### src/rtl/video_cfg_pkg.sv
// Shared definitions for the video mode configuration block: mode indices,
// FSM state encoding, clock-setting type and a counter-width helper.
// No ports; imported by video_mode_config and sense_debounce.
package video_cfg_pkg;

   // Mode table indices
   localparam int MODE_480I  = 0;
   localparam int MODE_480P  = 1;
   localparam int MODE_VGA   = 2;
   localparam int MODE_SPARE = 3;

   typedef enum logic [1:0] {
      ST_STABLE = 2'd0,
      ST_APPLY  = 2'd1,
      ST_SETTLE = 2'd2
   } state_t;

   // One clock-generator setting at the default setting width
   localparam int CLK_SEL_W_DEF = 4;
   typedef logic [CLK_SEL_W_DEF-1:0] clk_sel_t;

   // Width of a saturating counter able to hold the larger of two limits
   function automatic int cnt_width(input int a, input int b);
      int m;
      m = (a > b) ? a : b;
      return $clog2(m + 1);
   endfunction

endpackage

### src/rtl/video_mode_config_sense_debounce.sv
// Purpose: 2-FF synchroniser plus stability counter for the open-drain 480p sense line.
// Latency: 2 sync cycles, then DEBOUNCE_CYC equal samples before o_sense_n follows.
// Backpressure: none; free-running sampler.
// Ports: i_clock, i_rst_n (async active-low), i_sense_n (raw async line),
//        o_sense_n (accepted, debounced level; 1 after reset = line released).
module sense_debounce
   import video_cfg_pkg::*;
#(
   parameter int DEBOUNCE_CYC = 1024,
   parameter int CNT_W        = cnt_width(DEBOUNCE_CYC, 1)
) (
   input  logic i_clock,
   input  logic i_rst_n,
   input  logic i_sense_n,
   output logic o_sense_n
);

   localparam logic [CNT_W-1:0] DEB_MAX  = CNT_W'(DEBOUNCE_CYC);
   localparam logic [CNT_W-1:0] DEB_LAST = CNT_W'(DEBOUNCE_CYC - 1);

   logic [1:0]       r_sync;    // [0] may be metastable, [1] is safe to use
   logic             r_last;    // value of the current run of equal samples
   logic [CNT_W-1:0] r_cnt;     // length of that run, saturating at DEBOUNCE_CYC
   logic             r_acc;

   always_ff @(posedge i_clock or negedge i_rst_n) begin
      if (!i_rst_n) begin
         r_sync <= 2'b11;
         r_last <= 1'b1;
         r_cnt  <= DEB_MAX;
         r_acc  <= 1'b1;
      end else begin
         r_sync <= {r_sync[0], i_sense_n};
         if (r_sync[1] != r_last) begin
            // Toggle: this sample starts a new run
            r_last <= r_sync[1];
            r_cnt  <= CNT_W'(1);
         end else begin
            if (r_cnt != DEB_MAX) begin
               r_cnt <= r_cnt + 1'b1;
            end
            // This sample is the DEBOUNCE_CYC-th (or later) equal one
            if (r_cnt >= DEB_LAST) begin
               r_acc <= r_last;
            end
         end
      end
   end

   assign o_sense_n = r_acc;

endmodule

### src/rtl/video_mode_config.sv
// Purpose: debounce the 480p sense, arbitrate against forced modes, sequence mode changes
//          (config_changed pulse, PLL reset/settle window) and drive per-mode clock/doubler settings.
// Latency: 1 cycle from accepted request change to config_changed; outputs registered.
// Backpressure: none; a new request during settle restarts the window.
// Ports: clock, reset_n (async assert, synchronised release), sense_480p_n, drive_480p_n,
//        force_vga, [force_spare when VIDEO_MODE_SPARE_EN is defined], clk_table,
//        clock_config_S, line_doubler, mode_idx, config_changed, pll_reset_n, stable.
module video_mode_config
   import video_cfg_pkg::*;
#(
   parameter int                   NUM_MODES    = 4,
   parameter int                   CLK_SEL_W    = 4,
   parameter logic [NUM_MODES-1:0] LD_MASK      = {{(NUM_MODES-1){1'b0}}, 1'b1},
   parameter int                   DEBOUNCE_CYC = 1024,
   parameter int                   SETTLE_CYC   = 4096
) (
   input  logic                            clock,
   input  logic                            reset_n,
   input  logic                            sense_480p_n,
   output logic                            drive_480p_n,
   input  logic                            force_vga,
`ifdef VIDEO_MODE_SPARE_EN
   input  logic                            force_spare,
`endif
   input  logic [NUM_MODES*CLK_SEL_W-1:0]  clk_table,
   output logic [CLK_SEL_W-1:0]            clock_config_S,
   output logic                            line_doubler,
   output logic [$clog2(NUM_MODES)-1:0]    mode_idx,
   output logic                            config_changed,
   output logic                            pll_reset_n,
   output logic                            stable
);

   localparam int MODE_W = $clog2(NUM_MODES);
   localparam int CNT_W  = cnt_width(DEBOUNCE_CYC, SETTLE_CYC);

   localparam logic [MODE_W-1:0] M_480I  = MODE_W'(MODE_480I);
   localparam logic [MODE_W-1:0] M_480P  = MODE_W'(MODE_480P);
   localparam logic [MODE_W-1:0] M_VGA   = MODE_W'(MODE_VGA);
`ifdef VIDEO_MODE_SPARE_EN
   // Only meaningful with NUM_MODES >= 4
   localparam logic [MODE_W-1:0] M_SPARE = MODE_W'(MODE_SPARE);
`endif
   localparam logic [CNT_W-1:0]  SETTLE_LAST = CNT_W'(SETTLE_CYC - 1);

   // Reset: asserts immediately, releases two clocks after reset_n rises
   logic [1:0] r_rst_sync;
   logic       w_rst_n;

   always_ff @(posedge clock or negedge reset_n) begin
      if (!reset_n) begin
         r_rst_sync <= 2'b00;
      end else begin
         r_rst_sync <= {r_rst_sync[0], 1'b1};
      end
   end

   assign w_rst_n = r_rst_sync[1];

   logic w_sense_acc_n;

   sense_debounce #(
      .DEBOUNCE_CYC (DEBOUNCE_CYC),
      .CNT_W        (CNT_W)
   ) u_sense_debounce (
      .i_clock   (clock),
      .i_rst_n   (w_rst_n),
      .i_sense_n (sense_480p_n),
      .o_sense_n (w_sense_acc_n)
   );

   state_t            r_state;
   logic [MODE_W-1:0] r_mode_idx;
   logic              r_cfg_chg;
   logic              r_pll_rst_n;
   logic              r_stable;
   logic              r_drive_480p_n;
   logic [CNT_W-1:0]  r_settle_cnt;

   logic              w_sense_low;
   logic [MODE_W-1:0] w_req;
   logic              w_apply;

   // While we pull the line low ourselves the sense reading is meaningless,
   // so it is treated as an accepted low.
   always_comb begin
      w_sense_low = ~r_drive_480p_n | ~w_sense_acc_n;
      w_req       = M_480I;
      if (force_vga) begin
         w_req = M_VGA;
      end
`ifdef VIDEO_MODE_SPARE_EN
      else if (force_spare) begin
         w_req = M_SPARE;
      end
`endif
      else if (w_sense_low) begin
         w_req = M_480P;
      end
   end

   // APPLY always lasts one cycle; a request change seen there is caught in SETTLE
   assign w_apply = (r_state != ST_APPLY) && (w_req != r_mode_idx);

   always_ff @(posedge clock or negedge w_rst_n) begin
      if (!w_rst_n) begin
         r_state        <= ST_STABLE;
         r_mode_idx     <= M_480I;
         r_cfg_chg      <= 1'b0;
         r_pll_rst_n    <= 1'b0;
         r_stable       <= 1'b0;
         r_drive_480p_n <= 1'b1;
         r_settle_cnt   <= '0;
      end else begin
         r_cfg_chg <= 1'b0;
         if (w_apply) begin
            r_state        <= ST_APPLY;
            r_mode_idx     <= w_req;
            r_cfg_chg      <= 1'b1;
            r_pll_rst_n    <= 1'b0;
            r_stable       <= 1'b0;
            r_drive_480p_n <= (w_req != M_VGA);
         end else begin
            case (r_state)
               ST_STABLE: begin
                  // PLL reset still low here only straight after reset: run one settle window
                  if (!r_pll_rst_n) begin
                     r_state      <= ST_SETTLE;
                     r_settle_cnt <= '0;
                  end
               end
               ST_APPLY: begin
                  r_state      <= ST_SETTLE;
                  r_settle_cnt <= '0;
               end
               ST_SETTLE: begin
                  if (r_settle_cnt == SETTLE_LAST) begin
                     r_state     <= ST_STABLE;
                     r_pll_rst_n <= 1'b1;
                     r_stable    <= 1'b1;
                  end else begin
                     r_settle_cnt <= r_settle_cnt + 1'b1;
                  end
               end
               default: begin
                  r_state <= ST_STABLE;
               end
            endcase
         end
      end
   end

   // Table lookup from the registered mode index
   logic [CLK_SEL_W-1:0] w_clk_sel;
   logic                 w_ld;

   always_comb begin
      w_clk_sel = clk_table[CLK_SEL_W-1:0];
      w_ld      = LD_MASK[0];
      for (int i = 1; i < NUM_MODES; i++) begin
         if (r_mode_idx == MODE_W'(i)) begin
            w_clk_sel = clk_table[i*CLK_SEL_W +: CLK_SEL_W];
            w_ld      = LD_MASK[i];
         end
      end
   end

   assign clock_config_S = w_clk_sel;
   assign line_doubler   = w_ld;
   assign mode_idx       = r_mode_idx;
   assign config_changed = r_cfg_chg;
   assign pll_reset_n    = r_pll_rst_n;
   assign stable         = r_stable;
   assign drive_480p_n   = r_drive_480p_n;

endmodule

### config.mk
export PLATFORM = sky130hd
export DESIGN_NAME = video_mode_config
export DESIGN_NICKNAME = d
export VERILOG_FILES = /design/src/rtl/video_cfg_pkg.sv /design/src/rtl/video_mode_config_sense_debounce.sv /design/src/rtl/video_mode_config.sv
export SDC_FILE = /design/constraint.sdc
export NUM_CORES = 1
export LEC_CHECK = 0
export BUFFER_PORTS_ARGS = -buffer_cell sky130_fd_sc_hd__buf_2
export CAP_MARGIN = 20
export CORE_UTILIZATION = 56
export DETAILED_ROUTE_END_ITERATION = 10
export PLACE_DENSITY = 0.84
export SLEW_MARGIN = 20
export SYNTH_ARGS = -nofsm -noshare
export SYNTH_HDL_FRONTEND = slang
export SYNTH_HIERARCHICAL = 1
export SYNTH_SLANG_ARGS = --single-unit
### constraint.sdc
create_clock -name clock -period 1.32 [get_ports clock]
set_input_delay 0.066 -clock clock [delete_from_list [all_inputs] [get_ports clock]]
set_output_delay 0.066 -clock clock [all_outputs]
set_load 0.01 [all_outputs]
# After elaboration in Yosys (flattened, before gate mapping)
# Cells that the tools add are included.
# classes
addsub,2
n_mul,0
n_div,0
n_lt_le_gt_ge,1
n_eq_ne,15
shift,0
n_mux,21
bitwise,5
reduce_logical,10
# op_table
op,count
two-way mux 13 bit,4
one-hot mux 13 bit (3 select lines),1
adder 13 x 1 -> 13 bit (second input constant),2
== test 13 x 12 -> 1 bit (second input constant),1
greater-or-equal comparator 13 x 10 -> 1 bit (second input constant),1
inequality test 13 x 11 -> 1 bit (second input constant),1
two-way mux 4 bit,3
two-way mux 1 bit,8
two-way mux 2 bit,4
== test 2 bit (second input constant),3
inequality test 2 bit (second input constant),3
inequality test 3 bit (second input constant),2
one-hot mux 2 bit (3 select lines),1
AND reduction 2 bit,3
nonzero test 2 bit,3
== test 2 x 1 -> 1 bit (second input constant),2
NOT 1 bit,4
AND reduction 4 bit,1
nonzero test 3 bit,1
logical NOT 2 bit,1
inequality test 2 x 1 -> 1 bit (second input constant),1
inequality test 2 bit,1
logical AND 1 bit,1
inequality test 1 bit,1
OR 1 bit,1
# totals
regBits,39
latch_bits,0
ram_bits,0
romBits,0
inputBits,20
output_inout_bits,11
n_memories,0

# Depth between registers and ports, before layout
# Gate-level depths: netlist of the first run.
# depth
depth_word,8
ltp_mapped,8
ltp_nobuf,7

# Modules after synthesis
# Netlist of the first run, hierarchy kept.
# modules_own_cells
module,instances,cells_each,area_per_inst_um2,seq_area_each_um2
video_mode_config,1,111,1216.2,551.8
sense_debounce,1,91,922.1,431.7

# Least setup slack after synthesis of the first run
# Ideal clock, no wire load.
# synth_timing
kind,reg-to-reg
start,reg r_settle_cnt[0]
end,reg r_settle_cnt[11]
setup_ns,0.124
arrival_time_ns,1.652
required_ns,1.196
setup_slack_ns,-0.456
stages_incl_launch_ff,8
path_buffers,1
period_less_slack_ns,1.776
cell_sequence,dfrtp_1 ha_1 and4_1 nand4_2 nor2_1 or2_1 buf_6 a211o_1
# synth_between
elab_chain_len,3
word_cells_on_any_way,6
# synth_rtl
item,line,rtl
"start, declared",video_mode_config.sv:78,logic [CNT_W-1:0] r_settle_cnt;
"start signal, assigned",video_mode_config.sv:142,r_settle_cnt <= r_settle_cnt + 1'b1;
adder 13 x 1 -> 13 bit or == test 13 x 12 -> 1 bit (tied branches),"video_mode_config.sv:142, video_mode_config.sv:137",
two-way mux 13 bit or inequality test 2 bit (tied branches),--,
one-hot mux 13 bit (3 select lines) or AND reduction 4 bit (tied branches),--,
# Parallel ways exist; a longest one is shown, timed or not. The select of a mux whose other input is x is not followed.
# A chain may end at the register's enable or synchronous reset.

# Worst setup path in the final report of the first run
# layout_timing
start,"reg r_drive_480p_n, in the netlist drive_480p_n"
end,reg r_settle_cnt[5]
# layout_between
elab_chain_len,8
# layout_rtl
item,line,rtl
"start, declared",video_mode_config.sv:77,logic r_drive_480p_n;
"start signal, assigned",video_mode_config.sv:122,r_drive_480p_n <= (w_req != M_VGA);
NOT 1 bit,video_mode_config.sv:87,w_sense_low = ~r_drive_480p_n | ~w_sense_acc_n;
OR 1 bit,video_mode_config.sv:87,
two-way mux 1 bit,video_mode_config.sv:97,else if (w_sense_low) begin
two-way mux 2 bit,video_mode_config.sv:89,if (force_vga) begin
inequality test 2 bit,video_mode_config.sv:103,assign w_apply = (r_state != ST_APPLY) && (w_req != r_mode_idx);
logical AND 1 bit,video_mode_config.sv:103,
NOT 1 bit (no source line),--,
AND reduction 4 bit (no source line),--,
# Every way passes these cells.

==> summary.md, run 1 <==
| Metric | Value |
|---|---|
| Simple-Gate Fraction of Synth Area | `22.7%` |
| CTS tree | `done` |
| Post-synthesis register bit count | `39` |
| Most frequent cells in the layout | `buf_4 (54), buf_2 (28), buf_6 (26)` |
| Min-Delay Path Class | `in2reg` |
| Total power | `4840 uW` |
| Period utilization | `134%` |
| DR WL/cell | `26.7 um` |
| CP Launch Point | `drive_480p_n` |
| Worst slew margin | `approximately 60%` |
| Clock share of power | `about a fifth` |
| Worst setup margin | `-0.445 ns` |
| FF-to-FF setup slack | `-0.44 ns` |
| Final core occ | `95.5%` |
| Final wirelength | `9.69 mm` |
| CTS root buf | `clkbuf_8` |
| Seq/Total Area, Yosys | `46.0%` |
| Die Span X | `about 64 um` |
| Clk slew on worst S/H paths | `0.08 ns` |
| RR Startpoint | `drive_480p_n` |
| Num CTS Buffers | `5` |
| Crit Path Max Fanout | `5` |
| Fraction of layout instances using a drive strength above 1 | `65.1%` |
| DP HPWL | `3.74 mm` |
| Chip height | `63.8 um` |
| Cell Pwr Density | `1390 nW/um^2` |
| Post-synthesis adder-cell area fraction | `roughly 1.8%` |
| Maxcap violations | `0` |
| I/O Buffers | `30` |
| DR vias | `roughly 2,500` |
| Initial antenna violation count | `0` |
| Placer Congestion | `0.768` |
| Worst vdd rail ir drop | `between 0.001 and 0.0015 V` |
| Min-delay src | `force_vga` |
| Number of global-route vias before repair | `roughly 2,400` |
| Int Pwr | `2940 uW` |
| Crit path capture type | `register` |
| Logic pwr share | `49.5%` |
| Largest net degree at the start of global routing | `38` |
| NumNets Final | `337` |
| Finished Layout Cells | `around 360` |
| Area Growth Syn to Fin | `63.4%` |
| Final setup vio count | `37` |
| Commonest non-fill, non-tap cell in the layout | `buf_4` |
| Die area | `4070 sq um` |
| Critical Path RT | `1.52 ns` |
| Top FF cell, synth | `dfrtp_1` |
| Largest family of logic cells by synthesized area | `simple AND/OR/NAND/NOR gates` |
| Final Hold Viols | `0` |
| GRT Util Overall | `38.6%` |
| Inserted Diodes | `0` |
| ANT nets after route | `0` |
| Crit start category | `register` |
| Post-synthesis cell count | `202` |
| Mapped Area | `2140 sq um` |
| Reg-to-reg endpoint | `r_settle_cnt[5]` |
| Skew-Pair Late Insertion Delay | `0.30 ns` |
| Number of distinct library cells after synthesis | `52` |
| Violated checks | `setup timing` |
| Pleak | `0.00159 uW` |
| Row cnt | `22` |
| Worst Hold Depth | `2` |
| Hold EP | `drive_480p_n` |
| First-pass DRT Iterations | `5` |
| Clock tree buffer depth | `2` |
| Slew Viols, Final | `0` |
| Crit path DAT | `1.97 ns` |
| Ys Warns | `6` |
| CTS Sinks | `39` |
| Worst slew pin tran | `0.592 ns` |
| Final-layout fill cell count | `88` |
| Mux cell area share after synthesis | `6.20%` |
| Status | `complete, but fails checks` |
| Reg2Reg Depth | `7` |
| Syn Area/Cell | `10.6 sq um` |
| DRC | `0` |
| Crit path kind | `reg2reg` |
| Total number of H-tree levels | `2` |
| Starting Density | `~58%` |
| EDFF count, synth | `0` |
| Final Hold Slack | `0.0853 ns` |
| Fin crit period | `about 1.8 ns` |
| Post-place setup slack | `-0.384 ns` |
| Sw Ratio | `about two fifths` |
| Io pins | `31` |
| Drt via density | `7.02` |
| NetSw | `1900 uW` |
| Flop pwr share | `between 30% and 40%` |
| Worst clock skew | `just over 0.009 ns` |
| Core Box Area | `around 3700 sq um` |
| FMAX | `0.567 GHz` |
| Iter 0 DRT Violations | `393` |
| Post-synthesis compound-gate area fraction | `16.0%` |
| Fraction of registers with async set/reset | `100%` |
| Syn_nets | `225` |
| Placed insts | `roughly 320` |
| First-pass GRT wire length | `11.7 mm` |
| Congestion Overflow GR | `0` |
| Post-Synth XOR/XNOR Area | `under 10%` |
| RSZ-0062 raised after global routing | `true` |
==> per-stage QoR <==
stage / TNS, ns / area (sq um)
after global placement: -4.55 / 2760
after floorplan: -3.42 / 2230
after CTS: -4.79 / 3250
after global routing: -10.57 / 3490
final: -8.58 / 3490
after detailed placement: -5.75 / 2760
==> sequential cells by signal, summed over array words and instances (netlist names) <==
register,cells
r_settle_cnt,13
u_sense_debounce/r_cnt,13
mode_idx,2
r_rst_sync,2
r_state,2
u_sense_debounce/r_sync,2
config_changed,1
drive_480p_n,1
stable,1
u_sense_debounce/o_sense_n,1
u_sense_debounce/r_last,1
==> layout make-up <==
class,count,area (sq um),area share (%)
tap,48,60.1,1.72
timing repair buffer,111,878,25.1
sequential,39,996,28.5
multi-input combinational,151,1440,41.1
inverter,6,22.5,0.644
clock buffer,8,100,2.86
==> cell usage after synthesis (2+ instances only) <==
| master | count | share of area, % |
|---|---|---|
| dfrtp_1 | 33 | 39 |
| a21oi_2 | 2 | 0.82 |
| a31oi_1 | 2 | 0.59 |
| nand3_1 | 14 | 3.3 |
| xor2_1 | 5 | 2.0 |
| a21o_1 | 4 | 1.4 |
| and2b_1 | 2 | 0.70 |
| o31ai_1 | 13 | 4.6 |
| nor4_1 | 4 | 1.2 |
| ha_1 | 3 | 1.8 |
| and3_1 | 3 | 0.88 |
| clkbuf_1 | 2 | 0.35 |
| o21ai_1 | 2 | 0.47 |
| nor3_1 | 7 | 1.6 |
| buf_6 | 3 | 1.6 |
| nand4_2 | 2 | 1.2 |
| o22a_1 | 2 | 0.82 |
| mux2_2 | 2 | 1.1 |
| o21ai_0 | 9 | 2.1 |
| mux4_2 | 4 | 4.2 |
| nor4b_1 | 2 | 0.82 |
| nand4_1 | 5 | 1.5 |
| or4_1 | 5 | 1.8 |
| a211o_1 | 2 | 0.82 |
| buf_4 | 2 | 0.70 |
| inv_1 | 5 | 0.88 |
| nor2b_1 | 3 | 0.88 |
| dfstp_2 | 6 | 7.4 |
| nor2_1 | 8 | 1.4 |
| or4b_1 | 2 | 0.94 |
| mux2i_1 | 2 | 0.94 |
| or3_1 | 3 | 0.88 |
| a21oi_1 | 12 | 2.8 |
| nand2_1 | 9 | 1.6 |
==> cell families after synthesis <==
family | after synthesis
AO/OA/AOI/OAI | 52
XOR/XNOR | 7
adder cells (fa/ha/maj) | 3
buffers and inverters | 14
flip-flops | 39
multiplexers | 8
other | 1
AND/OR/NAND/NOR | 78
==> metal layers <==
layer | part of all wire, % | vias up | track usage [%]
met5 | 0 | - | 0
met1 | 32 | 1229 | 43.2
met2 | 50 | 238 | 66.1
met3 | 10 | 81 | 9.46
li1 | - | 1000 | -
met4 | 8.4 | 0 | 23.0
==> worst max path at each step <==
stage               slack [ns]                 to
global route             -0.54    r_settle_cnt[5]
detailed placement       -0.38    r_settle_cnt[7]
CTS                      -0.25  clock_config_S[0]
floorplan                -0.36   r_settle_cnt[11]
global placement         -0.34    r_settle_cnt[7]
finish                   -0.44    r_settle_cnt[5]
==> power groups by stage <==
stage	Sequential [uW]	Combinational (uW)	Clock [uW]
floorplan	1540	956	0
global placement	1490	1540	0
detailed placement	1510	1590	0
CTS	1490	1970	899
global route	1520	2490	968
finish	1510	2400	928
==> timing repair <==
item	in CTS	in global routing
hold buffers	2	0
endpoints found under the hold margin	3	0
setup buffers	16	17
pin swaps	31	20
cloned	3	0
resized for setup	57	38
setup endpoints to repair	32	38
==> worst max-delay path: stages, from the launching register on <==
cell,delay [ns]
dfstp_2,0.57
a21oi_4,0.07
xnor2_2,0.21
buf_4,0.17
nand3_4,0.08
buf_6,0.16
nor3_4,0.12
o22a_1,0.27
(Power assumes the default switching activity.)
==> run 2, diff against run 1 <==
--- a/config.mk
+++ b/config.mk
@@ -5,11 +5,13 @@
 export SDC_FILE = /design/constraint.sdc
 export NUM_CORES = 1
 export LEC_CHECK = 0
+export ABC_AREA = 1
 export BUFFER_PORTS_ARGS = -buffer_cell sky130_fd_sc_hd__buf_2
 export CAP_MARGIN = 20
-export CORE_UTILIZATION = 56
+export CORE_MARGIN = 1.5
+export CORE_UTILIZATION = 57
 export DETAILED_ROUTE_END_ITERATION = 10
-export PLACE_DENSITY = 0.84
+export PLACE_DENSITY = 0.85
 export SLEW_MARGIN = 20
 export SYNTH_ARGS = -nofsm -noshare
 export SYNTH_HDL_FRONTEND = slang
==> run 2 against run 1 <==
- the run still ends with setup timing left
- combinational power grew 8%
- register-to-register slack better by 0.12 ns
- clock power fell by 10%
- non-clock buffer count down 42
- flip-flop and latch count unchanged
- highest routed layer unchanged
==> summary.md, run 2 <==
| Metric | Value |
|---|---|
| Status | `complete, but fails checks` |
| Violated checks | `setup timing` |
| Synth area leader | `dfrtp_1` |
| Clk slew on worst S/H paths | `0.09 ns` |
| Syn Area/Cell | `7.58 sq um` |
| ANT nets after route | `0` |
| Row cnt | `22` |
| Ys Warns | `6` |
| Final Cell Area | `~3200 sq um` |
| FMAX | `between 0.6 and 0.7 GHz` |
| Core Box Area | `3740 sq um` |
| Clock tree buffer depth | `2` |
| Die area | `4380 sq um` |
| Total number of H-tree levels | `2` |
| GRT Util Overall | `30.7%` |
| CP Cell Sequence | `clkinv_4, buf_6, nand2_4, o21ai_0, o21bai_1, a21oi_1, buf_2` |
| Area after DPL | `2660 sq um` |
| Post-synthesis cell count | `300` |
| Starting Density | `60.7%` |
| EDFF count, synth | `0` |
| RSZ-0062 raised after global routing | `true` |
| Number of distinct library cells after synthesis | `32` |
| Crit Path Max Fanout | `4` |
| Period utilization | `125%` |
| Commonest non-fill, non-tap cell in the layout | `nand2_1` |
| Top FF cell, synth | `dfrtp_1` |
| Num CTS Buffers | `5` |
| Congestion Overflow GR | `0` |
| Area Growth Syn to Fin | `41.1%` |
| CTS root buf | `clkbuf_8` |
| Fraction of registers with async set/reset | `100%` |
| Slew Viols, Final | `0` |
| Crit path DAT | `1.58 ns` |
| Synth area leaders | `dfrtp_1 (36%), nand2_1 (14%), dfstp_2 (6.9%)` |
| Post-synthesis register bit count | `39` |
| Die Span X | `66.2 um` |
| Crit start category | `register` |
| Worst slew pin tran | `0.687 ns` |
| DR vias | `roughly 2,500` |
| Number of global-route vias before repair | `2,283` |
| Regs by FF count | `r_settle_cnt x13, u_sense_debounce/r_cnt x13` |
| Crit path capture type | `output pin` |
| Fin crit period | `1.65 ns` |
| Drt via density | `6.03` |
| Final-layout fill cell count | `between 150 and 200` |
| Inserted Diodes | `0` |
| Cell Pwr Density | `1530 nW/um^2` |
| Crit path kind | `reg2out` |
| Final Hold Slack | `0.0618 ns` |
| NumNets Final | `a little under 400` |
| Mapped Area | `2270 sq um` |
| Chip height | `about 66 um` |
| Worst setup margin | `-0.330 ns` |
| Final setup vio count | `25` |
| Maxcap violations | `0` |
| Io pins | `31` |
| First-pass GRT wire length | `9.97 mm` |
| CTS Sinks | `39` |
| Final wirelength | `7.74 mm` |
| Seq/Total Area, Yosys | `43.3%` |
| Min-Delay Path Class | `in2reg` |
| CTS tree | `done` |
| Worst vdd rail ir drop | `0.000998 V` |
| Pleak | `0.00144 uW` |
| Iter 0 DRT Violations | `238` |
| Largest net degree at the start of global routing | `38` |
| FF-to-FF setup slack | `-0.32 ns` |
| Count leader, synth | `nand2_1` |
| DR WL/cell | `18.4 um` |
| Critical Path Max Stage Delay | `0.44 ns` |
| Critical Path RT | `1.25 ns` |
| Final Hold Viols | `0` |
| Fraction of layout instances using a drive strength above 1 | `45.4%` |
| Most frequent cells in the layout | `nand2_1 (60), buf_2 (30), dfrtp_1 (29)` |
| DP HPWL | `3.62 mm` |
| Area share of the largest cell type after synthesis | `36.3%` |
| Synth cell count leaders | `nand2_1 (85), nor2_1 (35), dfrtp_1 (33)` |
| Initial antenna violation count | `0` |
| Slowest CP cell | `dfrtp_1` |
| Skew-Pair Late Insertion Delay | `about 0.31 ns` |
| I/O Buffers | `30` |
| Syn_nets | `around 320` |
| DRC | `0` |
| Placer Congestion | `0.942` |
| Worst clock skew | `around 0.012 ns` |
| Worst slew margin | `53.7%` |
| First-pass DRT Iterations | `4` |
run 2: repair_timing:
| item | CTS | global route |
|---|---|---|
| buffers inserted | 7 | 4 |
| gates resized for setup | 35 | 65 |
| gates cloned | 1 | 0 |
| hold buffers | 2 | 0 |
| pin swaps | 17 | 26 |
| endpoints found under the setup margin | 23 | 28 |
| hold endpoints to repair | 3 | 0 |
run 2: cells by family after synthesis:
family | after synthesis | share of synthesized area (%)
adders and majority gates | 3 | 1.65
and+or+nand+nor | 182 | 37.6
DFF | 39 | 43.3
other | 1 | 0.165
xor gates and xnor gates | 5 | 1.93
AOI/OAI and AO/OA | 31 | 7.87
buffers and inverters | 39 | 7.54
run 2: cell type report:
| class | count | area (sq um) | share of cell area [%] |
|---|---|---|---|
| Clock inverter | 2 | 12.5 | 0.390 |
| Multi-Input combinational cell | 223 | 1440 | 44.8 |
| Sequential cell | 39 | 988 | 30.8 |
| Inverter | 33 | 139 | 4.33 |
| Clock buffer | 6 | 72.6 | 2.26 |
| Tap cell | 48 | 60.1 | 1.87 |
| Timing Repair Buffer | 69 | 498 | 15.5 |
run 2: worst paths after layout:
| path | start | endpoint | depth (start not counted) |
|---|---|---|---|
| max in group asynchronous | r_rst_sync[1] | drive_480p_n | 1 |
| min in group asynchronous | reset_n | r_rst_sync[0] | 2 |
| setup reg to reg | r_state[0] | r_settle_cnt[9] | 7 |
| setup / recovery | mode_idx[1] | clock_config_S[3] | 7 |
| hold reg to reg | r_rst_sync[1] | r_settle_cnt[1] | 1 |
| hold / removal | force_vga | mode_idx[1] | 3 |
run 2: routing by layer:
layer  vias up  part of all wire, %  track usage [%]
li1       1112                    -                -
met1      1211                   37             36.0
met2       173                   50             52.5
met3        35                  9.2             7.16
met4         0                  3.9             15.1
met5         -                    0                0
run 2: worst max-delay path, delay by kind of cell, from the launching register on:
family          cells  cell delay [ns]
simple gates        1             0.07
compound gates      3             0.43
flops               1             0.44
buf+inv             3             0.34
run 2: power breakdown:
part | internal (uW) | leakage [uW] | switching, uW | total, uW
Sequential | 1340 | 0.000497 | 138 | 1480
Clock | 370 | 0.0000412 | 464 | 834
Combinational | 1070 | 0.000901 | 1520 | 2590
run 2: per-stage QoR:
stage          util (%)  std cells  total power (uW)  worst slack (ns)  setup TNS (ns)
3_3_place_gp       71.2        399              2980           -0.0829          -0.900
4_1_cts            78.8        417              4260            -0.219           -2.65
6_report           85.7        420              4910            -0.330           -4.57
5_1_grt            85.7        420              5100            -0.385           -5.98
2_1_floorplan         -        300              2480            -0.102           -1.26
3_5_place_dp       71.2        399              3030            -0.165           -1.91
